File: config.mk
export PLATFORM = sky130hd
export DESIGN_NAME = combo_score_tracker
export DESIGN_NICKNAME = d
export VERILOG_FILES = /design/src/rtl/rhythm_pkg.sv /design/src/rtl/judge_sum.sv /design/src/rtl/combo_score_tracker.sv
export SDC_FILE = /design/constraint.sdc
export NUM_CORES = 1
export LEC_CHECK = 0
export ABC_AREA = 1
export CORE_MARGIN = 1.5
export CORE_UTILIZATION = 25
export DETAILED_ROUTE_END_ITERATION = 10
export PLACE_DENSITY_LB_ADDON = 0.12
export SETUP_SLACK_MARGIN = 0.4
export SYNTH_ARGS = -nofsm -noshare
export SYNTH_HDL_FRONTEND = slang
export SYNTH_HIERARCHICAL = 1
export SYNTH_SLANG_ARGS = --single-unit
File: constraint.sdc
create_clock -name i_Clk -period 7.45 [get_ports i_Clk]
set_input_delay 1.49 -clock i_Clk [delete_from_list [all_inputs] [get_ports i_Clk]]
set_output_delay 1.49 -clock i_Clk [all_outputs]
set_load 0.03 [all_outputs]
File: src/rtl/rhythm_pkg.sv
// Shared rhythm-game constants and helpers: judgement points, combo width, multiplier width
// and the tier lookup used to turn a combo length into a score multiplier.
package rhythm_pkg;
  localparam int PTS_GOOD_DEF    = 100;
  localparam int PTS_PERFECT_DEF = 300;
  localparam int COMBO_W_DEF     = 10;
  localparam int MULT_W          = 4;

  typedef logic [COMBO_W_DEF-1:0] combo_t;

  // Tier multiplier by comparison against k*tier_step; tier_step is a constant so no divider appears.
  function automatic logic [MULT_W-1:0] tier_mult(input int unsigned combo,
                                                  input int unsigned tier_step,
                                                  input int unsigned mult_max);
    logic [MULT_W-1:0] m;
    m = MULT_W'(1);
    for (int unsigned k = 1; k < 8; k++) begin
      if (k < mult_max && combo >= k * tier_step) m = m + MULT_W'(1);
    end
    return m;
  endfunction
endpackage

File: src/rtl/judge_sum.sv
// Combinational judgement reducer: valid hit count, point sum and any-miss over all lanes.
// A lane with both hit and miss counts as a miss only.
module judge_sum
  import rhythm_pkg::*;
#(
  parameter int LANES       = 4,
  parameter int PTS_GOOD    = PTS_GOOD_DEF,
  parameter int PTS_PERFECT = PTS_PERFECT_DEF,
  parameter int NH_W        = $clog2(LANES + 1),
  parameter int PTS_W       = 16
) (
  input  logic [LANES-1:0] hit,
  input  logic [LANES-1:0] perfect,
  input  logic [LANES-1:0] miss,
  output logic [NH_W-1:0]  nh,
  output logic [PTS_W-1:0] pts,
  output logic             any_miss
);

  always_comb begin
    nh       = '0;
    pts      = '0;
    any_miss = |miss;
    for (int i = 0; i < LANES; i++) begin
      if (hit[i] && !miss[i]) begin
        nh  = nh + NH_W'(1);
        pts = pts + (perfect[i] ? PTS_W'(PTS_PERFECT) : PTS_W'(PTS_GOOD));
      end
    end
  end

endmodule

File: src/rtl/combo_score_tracker.sv
// Combo, best-combo, tiered multiplier, saturating score and full-combo tracker.
// Inputs are single-cycle pulses sampled every clock (no valid/ready); all outputs are registered.
module combo_score_tracker
  import rhythm_pkg::*;
#(
  parameter int LANES       = 4,
  parameter int COMBO_W     = COMBO_W_DEF,
  parameter int COMBO_MAX   = 999,
  parameter int SCORE_W     = 24,
  parameter int PTS_GOOD    = PTS_GOOD_DEF,
  parameter int PTS_PERFECT = PTS_PERFECT_DEF,
  parameter int TIER_STEP   = 10,
  parameter int MULT_MAX    = 4
) (
  input  logic               i_Clk,
  input  logic               i_Rst,
  input  logic               i_Clear,
  input  logic [LANES-1:0]   i_Hit,
  input  logic [LANES-1:0]   i_Perfect,
  input  logic [LANES-1:0]   i_Miss,
  output logic [COMBO_W-1:0] o_Combo,
  output logic [COMBO_W-1:0] o_MaxCombo,
  output logic [MULT_W-1:0]  o_Mult,
  output logic [SCORE_W-1:0] o_Score,
  output logic               o_Milestone,
  output logic               o_FullCombo
);

  localparam int NH_W = $clog2(LANES + 1);
  localparam logic [COMBO_W:0] CMAX = (COMBO_W + 1)'(COMBO_MAX);

  logic [NH_W-1:0]    nh;
  logic [SCORE_W-1:0] pts;
  logic               any_miss;

  judge_sum #(
    .LANES      (LANES),
    .PTS_GOOD   (PTS_GOOD),
    .PTS_PERFECT(PTS_PERFECT),
    .NH_W       (NH_W),
    .PTS_W      (SCORE_W)
  ) u_judge_sum (
    .hit     (i_Hit),
    .perfect (i_Perfect),
    .miss    (i_Miss),
    .nh      (nh),
    .pts     (pts),
    .any_miss(any_miss)
  );

  logic [COMBO_W-1:0] combo_q, max_q, combo_d, max_d;
  logic [MULT_W-1:0]  mult_q, mult_d;
  logic [SCORE_W-1:0] score_q, score_d;
  logic               milestone_q, milestone_d;
  logic               fc_q, fc_d;
  logic               missed_q, missed_d;
  logic [COMBO_W:0]   combo_sum;
  logic [SCORE_W+3:0] score_sum;

  always_comb begin
    // Score uses the multiplier registered before this cycle; hits in a miss cycle still count.
    score_sum = {4'b0, score_q} + ({4'b0, pts} * {{SCORE_W{1'b0}}, mult_q});
    score_d   = (|score_sum[SCORE_W+3:SCORE_W]) ? '1 : score_sum[SCORE_W-1:0];

    combo_sum = {1'b0, combo_q} + (COMBO_W + 1)'(nh);
    if (any_miss)               combo_d = '0;
    else if (combo_sum > CMAX)  combo_d = CMAX[COMBO_W-1:0];
    else                        combo_d = combo_sum[COMBO_W-1:0];

    mult_d      = tier_mult(32'(combo_d), TIER_STEP, MULT_MAX);
    milestone_d = (mult_d > mult_q);
    max_d       = (combo_d > max_q) ? combo_d : max_q;

    // Once any miss is seen the full-combo flag cannot come back until a clear.
    missed_d = missed_q | any_miss;
    fc_d     = !missed_d && (fc_q || (nh != '0));
  end

  always_ff @(posedge i_Clk or posedge i_Rst) begin
    if (i_Rst) begin
      combo_q     <= '0;
      max_q       <= '0;
      mult_q      <= MULT_W'(1);
      score_q     <= '0;
      milestone_q <= 1'b0;
      fc_q        <= 1'b0;
      missed_q    <= 1'b0;
    end else if (i_Clear) begin
      combo_q     <= '0;
      max_q       <= '0;
      mult_q      <= MULT_W'(1);
      score_q     <= '0;
      milestone_q <= 1'b0;
      fc_q        <= 1'b0;
      missed_q    <= 1'b0;
    end else begin
      combo_q     <= combo_d;
      max_q       <= max_d;
      mult_q      <= mult_d;
      score_q     <= score_d;
      milestone_q <= milestone_d;
      fc_q        <= fc_d;
      missed_q    <= missed_d;
    end
  end

  assign o_Combo     = combo_q;
  assign o_MaxCombo  = max_q;
  assign o_Mult      = mult_q;
  assign o_Score     = score_q;
  assign o_Milestone = milestone_q;
  assign o_FullCombo = fc_q;

endmodule

# Yosys cells after proc, flatten, opt, wreduce, memory -nomap -nowiden
# Cells that the tools add are included.
# W data, S select, Z words.
# op_classes
add_sub_neg	10
mul	1
div	0
order_cmp	6
n_eq_ne	0
n_shift	0
muxes	26
bitwise	1
n_reduce_logical	15
# op_table
op	n
$mux W24	6
$add A24 B24 Y24	3
$mux W10	5
$mux W9	4
$add A24 B28 Y28	1
$mul A24 B4 Y28	1
$ge A10 B5 Y1 const B	2
$mux W4	3
$add A10 B3 Y11	1
$gt A11 B10 Y1 const B	1
$ge A10 B4 Y1 const B	1
$gt A10 B10 Y1	1
$mux W3	3
$add A4 B1 Y4 const B	2
$reduce_or A4 Y1	2
$add A3 B1 Y3 const B	2
$logic_and A1 B1 Y1	5
$logic_not A1 Y1	5
$gt A4 B4 Y1	1
$mux W1	4
$reduce_bool A3 Y1	1
$add A1 B1 Y2 const B	1
$mux W2	1
$reduce_bool A2 Y1	1
other kinds (2)	2
# totals
regBits	51
latchBits	0
ram_bits	0
rom_bits	0
inputBits	15
output_inout_bits	50
wordCells	66
mem_count	0

# Depth between registers and ports, before layout
# depth
word_depth	21
depth_mapped	43
mapped_depth_nobuf	42

# By module
# The synthesis kept the hierarchy.
# modules_own_cells
module	instances	cells_each	area_per_inst_um2	seq_area_each_um2
combo_score_tracker	1	825	6067.1	1252.5
judge_sum	1	191	1078.5	0.0

# Least setup slack after synthesis
# No wires, ideal clock.
# synth_path
path_type	input-to-reg
startpoint	in i_Hit[0]
endpoint	reg score_q[3] (netlist: o_Score[3])
setup_time_ns	0.136
arrival_time_ns	7.145
t_required_ns	7.314
slack_ns	0.169
stages	42
n_path_buf	1
path_cell_list	inv_1 nor2_2 inv_1 nor2_2 inv_1 fa_1 inv_1 o21ai_1 fa_1 o21ai_2 inv_1 fa_1 inv_1 nand2_1 nand2_1 nand2_1 nand2_1 nand2_1 [6 not listed] ha_1 inv_1 fa_1 inv_1 fa_1 ha_1 nand2_1 inv_1 a21oi_1 o21ai_0 nand2_1 nand3_1 xor2_1 inv_1 nand2_1 nor2_2 buf_4 a21oi_1
# synth_between
elab_chain_len	13
# synth_lines
item	line	source
start: declaration	combo_score_tracker.sv:18	input logic [LANES-1:0] i_Hit,
$logic_and A1 B1 Y1 *	judge_sum.sv:25	if (hit[i] && !miss[i]) begin
$mux W24 *	judge_sum.sv:25	
$add A24 B24 Y24	judge_sum.sv:27	pts = pts + (perfect[i] ? PTS_W'(PTS_PERFECT) : PTS_W'(PTS_GOOD));
$mux W24 *	judge_sum.sv:25	
$add A24 B24 Y24	judge_sum.sv:27	
$mux W24 *	judge_sum.sv:25	
$add A24 B24 Y24	judge_sum.sv:27	
$mux W24 *	judge_sum.sv:25	
via pts[10]	combo_score_tracker.sv:33	logic [SCORE_W-1:0] pts;
$mul A24 B4 Y28 *	combo_score_tracker.sv:62	score_sum = {4'b0, score_q} + ({4'b0, pts} * {{SCORE_W{1'b0}}, mult_q});
$add A24 B28 Y28 *	combo_score_tracker.sv:62	
$reduce_or A4 Y1 *	combo_score_tracker.sv:63	score_d = (|score_sum[SCORE_W+3:SCORE_W]) ? '1 : score_sum[SCORE_W-1:0];
$mux W24 *	combo_score_tracker.sv:63	
$mux W24 *	combo_score_tracker.sv:88	end else if (i_Clear) begin
end signal: assignment	combo_score_tracker.sv:100	score_q <= score_d;
end: declaration	combo_score_tracker.sv:53	logic [SCORE_W-1:0] score_q, score_d;
# The timed path passes the listed nets; every way through them passes the cells marked *.
# A chain may end at the register's enable or synchronous reset.

# Final worst setup path
# layout_path
startpoint	in i_Hit[0]
endpoint	reg score_q[8] (netlist: o_Score[8])
# Same word-level chain as after synthesis.

==> flow_summary.yaml <==
detailed_routing:
  wire_per_inst_um: 12.7
  antenna_left: 0
  first_pass_iters: 4
  drtIter0Drc: 185
  routed_wl_um: 19800
  vias: 6581
  drc_errors: 0
  vias_per_cell: 4.22
setup_path:
  crit_path_max_fanout: 7
  cp.required_ns: 7.59
  cp_common_cell: "nand2_1"
  arrival_ns: 7.34
  crit_type: "input pin to register"
  ff2ff_setup_slack_ns: 3.43
  cp_slowest_cell: "fa_1"
  cp-end-kind: "register"
  start_kind: "input pin"
  cpPeakStageDelay_ns: 0.52
synthesis:
  synth_edf_count: 0
  postSynthCellCount: 1016
  ys_seq_elements: 50
  yosysWarningCount: 6
  syn-cell-area_um2: 7150
  yosysUniqueCellTypes: 44
  synth-seq-area-share_pct: 17.5
  syn_avg_cell_area_um2: 7.03
  synthFlopType: "dfrtp_1"
  synthArstFlopShare_pct: 100
floorplan:
  initial_core_util_pct: 25.6
  row_count: 61
  fp.coreArea_um2: 27900
  die-width_um: 172
  die_area_um2: 29600
  pin_count: 65
  die-height_um: 172
clocking:
  clk_pin_slew_ns: 0.08
  htreeDepth: 2
  cts_max_path_buffers: 2
  cts-buffers-inserted: 5
  worst_skew_pair.late_latency_ns: 0.31
  cts_root_buffer: "clkbuf_16"
  cts_tree: "yes"
  clock-sinks: 50
cells_and_area:
  nNetsFinal: 1331
  diodes: 0
  final_cell_mix: "235 x inv_1, 212 x nand2_1, 109 x buf_4"
  layout_commonest_cell: "inv_1"
  ff_latch_area_um2: 1250
  fillers: 3065
  drive_gt1_share_pct: 20.0
  multi_input_area_um2: 5180
  syn_to_final_growth_pct: 34.0
global_route:
  grt_antenna_before_repair: 0
  grt_pass1_vias: 6975
  grt_pass1_wl_um: 34200
  grt_overflow: 0
  grt_usage_pct: 14.5
  grt_max_degree: 51
sta:
  max-slew-margin-rel_pct: 30.4
  finalCritPeriodShare_pct: 96.7
  clock.fmax_ghz: 0.139
  worst_pin_slew_ns: 1.04
  layout_min_cycle_time_ns: 7.20
  rsz0062_at_grt: "yes"
  setup-tns-final_ns: 0
  hold_viol: 0
  finalSetupViolCount: 0
  clock_skew_ns: 0.00957
  report.final.slew_viol_count: 0
  finalWorstSetupSlack_ns: 0.249
power_and_ir_drop:
  pwr_density_cell_nw_per_um2: 224
  power_mw: 2.14
  ir_worst_vdd_mv: 0.142
  leakage_nw: 5.39
place:
  dp_slack_ns: -0.656
  portBuffers: 63
  hpwl_um: 16100
  gp_congestion: 0.786
min_path:
  hp-class: "register to register"
run:
  drv_cap: 0
status:
  status: "completed"
-- per-layer routing --
metal  global-route usage, %  vias up  share of wire [%]
li1                        -     3408                  -
met1                    19.8     3113                 49
met2                    25.0       53                 48
met3                    1.76        7                2.3
met4                    2.16        0               0.55
met5                       0        -                  0
-- power breakdown --
part	leakage, nW	switching [mW]	internal, mW	total (mW)
registers	0.661	0.0614	0.332	0.393
logic	4.64	0.783	0.678	1.46
clock network	0.0844	0.127	0.161	0.288
total	5.39	0.971	1.17	2.14
-- timing repair --
| action | 4_1_cts | 5_1_grt |
|---|---|---|
| gates resized for setup | 34 | 71 |
| cloned | 1 | 0 |
| hold buffers | 0 | 0 |
| buffers inserted | 14 | 8 |
| pin swaps | 27 | 54 |
| endpoints found under the hold margin | 0 | 0 |
| endpoints found under the setup margin | 24 | 33 |
-- worst max-delay path, delay by kind of cell --
kind / cells / cell delay, ns
buffers and inverters: 10 / 0.76
XOR/XNOR: 1 / 0.14
AND/OR/NAND/NOR: 17 / 1.59
adder cells (fa/ha/maj): 7 / 2.51
AO/OA/AOI/OAI: 7 / 0.86
-- worst paths after layout --
kind,startpoint,end,depth (start not counted)
min reg2reg,missed_q,o_FullCombo,1
max,i_Hit[0],o_Score[8],42
max reg2reg,o_Combo[0],o_MaxCombo[9],24
max in group asynchronous,i_Rst,o_MaxCombo[0],3
min in group asynchronous,i_Rst,o_Combo[4],3
min,missed_q,o_FullCombo,1
-- cell type report --
cell class	instances	share of cell area [%]
clock buffer	5	1.31
sequential	50	13.1
timing repair buffer	179	16.2
multi-input combinational	692	54.1
inverter	252	9.91
tap	378	4.94
clock inverter	3	0.497
-- through the flow --
step	hold slack [ns]	util [%]	area (um2)	instances
after CTS	0.432	33.1	9240	1551
after global routing	0.453	34.3	9570	1559
final	0.431	34.3	9570	1559
after floorplan	0.410	-	7280	1029
after detailed placement	0.422	31.8	8880	1528
after global placement	0.426	31.8	8880	1528
-- synthesized netlist by cell type, types with 6 or more instances --
cell      instances  area share, %
buf_4            18            1.9
fa_1             50             14
o21ai_0          33            2.3
a21oi_1          66            4.6
dfrtp_1          49             17
nand4_1          12            1.1
clkbuf_1         13           0.68
nor3_1            6           0.42
nand3_1          43            3.0
nand2_2           9           0.79
xor2_1           19            2.3
nand2_1         231             12
ha_1             86             15
inv_1           251             13
nor2_1           57            3.0
xnor2_1          11            1.3
-- sequential cells by signal (all words and copies together), names as in the netlist --
signal and flops:
o_Score 24, o_Combo 10, o_MaxCombo 10, o_Mult 3, missed_q 1, o_FullCombo 1, o_Milestone 1
-- cells by family after synthesis --
family / synth area share [%]
other: 0.105
flip-flops: 17.5
AND/OR/NAND/NOR: 23.3
buffers and inverters: 16.2
XOR/XNOR: 3.68
adder cells (fa/ha/maj): 29.1
AO/OA/AOI/OAI: 10.2
No activity file was read; power rests on OpenSTA's default activity.
